`src/rtl/multiplexor.sv`:
```
// Registered 4:1 multiplexor with select echo, valid flag and change pulse.
// Define MULTIPLEXOR_PARITY_EN to add a registered even-parity bit of Exit.
module multiplexor #(
  parameter int WIDTH = 4
) (
  input  logic             i_Clk,
  input  logic             i_Rst_n,
  input  logic [WIDTH-1:0] i_Datos_0,
  input  logic [WIDTH-1:0] i_Datos_1,
  input  logic [WIDTH-1:0] i_Datos_2,
  input  logic [WIDTH-1:0] i_Datos_3,
  input  logic [1:0]       i_Sel,
  output logic [WIDTH-1:0] Exit,
  output logic [1:0]       o_Sel_Q,
  output logic             o_Valid,
  output logic             o_Change
`ifdef MULTIPLEXOR_PARITY_EN
  ,
  output logic             o_Parity
`endif
);

  logic [WIDTH-1:0] next_exit;

  // All four select codes map to a source, so there is no illegal-select case.
  always_comb begin
    next_exit = i_Datos_0;
    case (i_Sel)
      2'd0: next_exit = i_Datos_0;
      2'd1: next_exit = i_Datos_1;
      2'd2: next_exit = i_Datos_2;
      2'd3: next_exit = i_Datos_3;
      default: next_exit = i_Datos_0;
    endcase
  end

  // o_Change compares against the previous Exit only once a real sample exists,
  // so the first load after reset never pulses.
  always_ff @(posedge i_Clk) begin
    if (!i_Rst_n) begin
      Exit     <= '0;
      o_Sel_Q  <= 2'd0;
      o_Valid  <= 1'b0;
      o_Change <= 1'b0;
    end else begin
      Exit     <= next_exit;
      o_Sel_Q  <= i_Sel;
      o_Valid  <= 1'b1;
      o_Change <= o_Valid && (next_exit != Exit);
    end
  end

`ifdef MULTIPLEXOR_PARITY_EN
  always_ff @(posedge i_Clk) begin
    if (!i_Rst_n)
      o_Parity <= 1'b0;
    else
      o_Parity <= ^next_exit;
  end
`endif

endmodule

```
`config.mk`:
```
export PLATFORM = sky130hd
export DESIGN_NAME = multiplexor
export DESIGN_NICKNAME = d
export VERILOG_FILES = /design/src/rtl/multiplexor.sv
export SDC_FILE = /design/constraint.sdc
export NUM_CORES = 1
export LEC_CHECK = 0
export ABC_CLOCK_PERIOD_IN_PS = 2700
export CAP_MARGIN = 30
export CORE_AREA = 2 2 39 41
export DETAILED_ROUTE_END_ITERATION = 12
export DIE_AREA = 0 0 41 43
export GPL_TIMING_DRIVEN = 1
export PLACE_DENSITY = 0.68
export SYNTH_ARGS = -nofsm -noshare
export SYNTH_HDL_FRONTEND = slang
export SYNTH_SLANG_ARGS = --single-unit
```
`constraint.sdc`:
```
create_clock -name i_Clk -period 2.7 [get_ports i_Clk]
set_input_delay 0.54 -clock i_Clk [delete_from_list [all_inputs] [get_ports i_Clk]]
set_output_delay 0.54 -clock i_Clk [all_outputs]
set_load 0.03 [all_outputs]
```
# --- Word level (Yosys, flattened, before mapping) ---
# Index checks and enable logic that the tools add are counted.
word_totals:
  ram_bits: 0
  ff_bits: 8
  in_bits: 20
  output_inout_bits: 8
  romBits: 0
  mem_count: 0
  latchBits: 0
op_classes:
  n_mux: 2
  add_sub_neg: 0
  reduce_logical: 2
  n_eq_ne: 4
  n_lt_le_gt_ge: 0
  bitwise: 0
  div_mod_pow: 0
  multipliers: 0
  shifts: 0
op_table:
  columns: ["cell", "count"]
  rows:
  - ["$pmux 4 s4", 1]
  - ["$eq 2x2->1 const B", 2]
  - ["$ne 4x4->1", 1]
  - ["$eq 2x1->1 const B", 1]
  - ["$logic_not 2->1", 1]
  - ["$logic_and 1x1->1", 1]
  - ["$mux 1", 1]

# --- Logic depth before layout (Yosys ltp) ---
# Gate-level depths: netlist of the first run.
logic_depth:
  depth_word: 4
  depth_mapped: 3
  depth_no_buf: 3

# --- Worst setup path before layout of the first run ---
# OpenSTA, ideal clock, no wires.
synth_timing:
  path_type: "input port to flip-flop"
  from: "input i_Sel[0]"
  to: "register o_Change"
  n_path_buf: 0
  arrival_time_ns: 1.416
  cell_stages: 3
  slack_ns: 1.204
  path_cell_list: "mux4_1 > xnor2_1 > a41oi_1"
synth_via:
  elab_chain_len: 4
  elab_cells_between_ends: 7
synth_rtl:
  columns: ["item", "line", "source"]
  rows:
  - ["from (decl)", "12", "input logic [1:0] i_Sel,"]
  - ["$eq 2x2->1, or another cell as far along", "28", "case (i_Sel)"]
  - ["$pmux 4 s4 *", "28", null]
  - ["$ne 4x4->1 *", "49", "o_Change <= o_Valid && (next_exit != Exit);"]
  - ["$logic_and 1x1->1 *", "49", null]
  - ["to (signal assigned)", "49", null]
  - ["to (decl)", "16", "output logic o_Change"]
# Mark *: on every way between the ends. The rest lies on a longest branch, timed or not.
# A chain may end at the register's enable or synchronous reset.

# --- Final worst setup path of the first run ---
# Same ends and word-level chain as after synthesis.

==> out/summary.txt, run 1 <==
GR Overflow Total: 0
# DRC: 0
Hold Violations, Final: 0
Initial Util: 25.5%
Least-Margin Pin Slew: 0.308 ns
worst hold path type: flop to flop
H-tree levels: 1
Worst-Skew Late Latency: 0.24 ns
Routed WL: 735 microns
Worst VDD drop: 154 uV
CP endpoint kind: flop
number of global-route vias before repair: 305
# rows: 14
worst path cell trace: clkdlybuf4s50_1 > mux4_1 > xnor2_1 > a41oi_1
core area: 0.00138 sq mm
Finished Cell Area: 666 sq um
fillers: 138
Worst path slowest cell: mux4_1
Hold Buf Count CTS: 0
global-route wire length before repair: 1210 microns
Buf+Inv Stages, Crit Path: 1
DR vias: 315
Mapped Cells: 24
most common cell after layout, fill and taps aside: clkdlybuf4s50_1
Fmax: 515 MHz
Synth Area per Inst: 14.7 sq um
clk sink count: 8
worst-path maximum fanout: 5
Final min period: 1.94 ns
max cap viols: 0
Placed Area: 643 sq um
Post-Route Setup TNS: 0 ns
Total GRT Usage: 10.9%
status: completed
CTS tree: done
total die area: 0.00176 sq mm
Seq/Total Area, Yosys: 45.4%
# setup viols final: 0
cell taking the most area after synthesis: dfxtp_1
CP top delay family: multiplexers
Die Height: 43 microns
DRT Pass-1 Iters: 1
PwrDens: 460 mW/mm^2
clk_skew: 0.00361 ns
initial antenna violation count: 0
Placer Congestion: 0.624
post-synth top area share: 45.4%
crit path launch type: input port
post-synthesis cell type count: 7
chip width: 41 microns
Setup Buffers After CTS: 0
critical path's largest stage delay: 0.62 ns
max-slew violations: 0
total CTS buffers: 3
fraction of layout cells with a size suffix above 1: 9.26%
Layout area overhead: 88.7%
critical setup path kind: input port to flop
synthesized cell area: 353 sq um
Max transition margin: 79.4%
area of the multi-input gates: 193 sq um
unrepaired setup endpoints after global routing: false
number of I/O port buffers: 27
syn nets: 44
drt initial violations: 0
flops & latches, synth: 8
Via-to-Cell Ratio: 4.50
# resized after CTS: 0
wire per inst: 10.5 microns
most frequent cells in the layout: clkdlybuf4s50_1, dfxtp_1, mux4_1, xnor2_1, and2_1
root buf cell: clkbuf_4
endpoint arrival time on the critical path: 2.10 ns
Bufs on Longest Clock Path: 2
register area: 160 sq um
layout net count: 76
part of the cycle the worst path needs: 71.9%
CP required: 2.86 ns
pin count of the biggest net entering global routing: 9
Ant. Diodes: 0
Detail Route Antenna Nets: 0
clock slew at the register clock pins of the worst setup and hold paths: 0.05 ns
I/O pins: 28
Synth area leaders: dfxtp_1, mux4_1, xnor2_1
Pleak: 0.255 nW
YS warnings: 0
## per-stage QoR
| step | instances | hold WS [ns] | utilization [%] | total power, W | worst slack (ns) |
|---|---|---|---|---|---|
| finish | 70 | 0.440 | 48.1 | 0.000306 | 0.759 |
| global route | 70 | 0.462 | 48.1 | 0.000323 | 0.703 |
| floorplan | 24 | 0.560 | - | 0.000175 | 1.20 |
| CTS | 70 | 0.449 | 48.1 | 0.000313 | 0.732 |
| global placement | 67 | 0.433 | 46.5 | 0.000223 | 0.503 |
| detailed placement | 67 | 0.441 | 46.5 | 0.000224 | 0.466 |
## Yosys cell counts (all sizes together)
master and instances:
xnor2 4, dfxtp 8, nand2 1, and2 6, mux4 4, a41oi 1
## power by group
group | switching [W] | total [W] | internal (W)
combinational | 0.0000331 | 0.0000890 | 0.0000559
sequential | 0.00000418 | 0.000131 | 0.000127
clock | 0.0000356 | 0.0000861 | 0.0000505
total | 0.0000728 | 0.000306 | 0.000233
## cell families after synthesis
| group | Yosys count | share of synthesized area, % |
|---|---|---|
| DFF | 8 | 45.4 |
| and+or+nand+nor | 7 | 12.4 |
| xor gates and xnor gates | 4 | 9.93 |
| muxes | 4 | 29.8 |
| AOI/OAI and AO/OA | 1 | 2.48 |
## registers in the layout, indices dropped and copies added, names as in the netlist
signal	count
Exit	4
o_Valid	1
o_Sel_Q	2
o_Change	1
## worst paths after layout
kind                               start        to  slack, ns  depth (start not counted)
worst max register to register   Exit[2]  o_Change       1.97                          2
worst min-delay path             o_Valid  o_Change       0.44                          2
worst min register to register   o_Valid  o_Change       0.44                          2
worst max-delay path            i_Sel[0]  o_Change       0.76                          4
## worst reg2reg max path: stages (launching register included)
cell,delay (ns)
dfxtp_1,0.31
xnor2_1,0.16
a41oi_1,0.13
## cell type report
| cell class | instances | share of cell area (%) |
|---|---|---|
| Tap cell | 16 | 3.01 |
| Timing Repair Buffer | 27 | 40.6 |
| Clock buffer | 3 | 3.38 |
| Multi-Input combinational cell | 16 | 28.9 |
| Sequential cell | 8 | 24.1 |
## per-layer routing
layer | wire length, microns | global-route usage, %
met5 | 0 | 0
met4 | 21 | 12.0
met3 | 82 | 3.14
met2 | 355 | 15.9
met1 | 275 | 10.9
Note: power is estimated with default switching activity, not from simulation.
==> run 2: changes to the inputs <==
--- a/config.mk
+++ b/config.mk
@@ -5,7 +5,7 @@
 export SDC_FILE = /design/constraint.sdc
 export NUM_CORES = 1
 export LEC_CHECK = 0
-export ABC_CLOCK_PERIOD_IN_PS = 2700
+export ABC_CLOCK_PERIOD_IN_PS = 2009
 export CAP_MARGIN = 30
 export CORE_AREA = 2 2 39 41
 export DETAILED_ROUTE_END_ITERATION = 12
==> constraint.sdc (replaced) <==
create_clock -name i_Clk -period 2.01 [get_ports i_Clk]
set_input_delay 0.402 -clock i_Clk [delete_from_list [all_inputs] [get_ports i_Clk]]
set_output_delay 0.402 -clock i_Clk [all_outputs]
set_load 0.03 [all_outputs]
==> results of run 2 <==
The final DEF is identical to that of run 1. Status: completed.
Among the figures that moved: setup slack after placement 0.466 ns -> -0.0859 ns; setup slack after layout 0.759 ns -> 0.207 ns; register-to-register setup slack 1.97 ns -> 1.28 ns; total power 0.000306 W -> 0.000411 W; worst IR drop on VDD 154 uV -> 207 uV
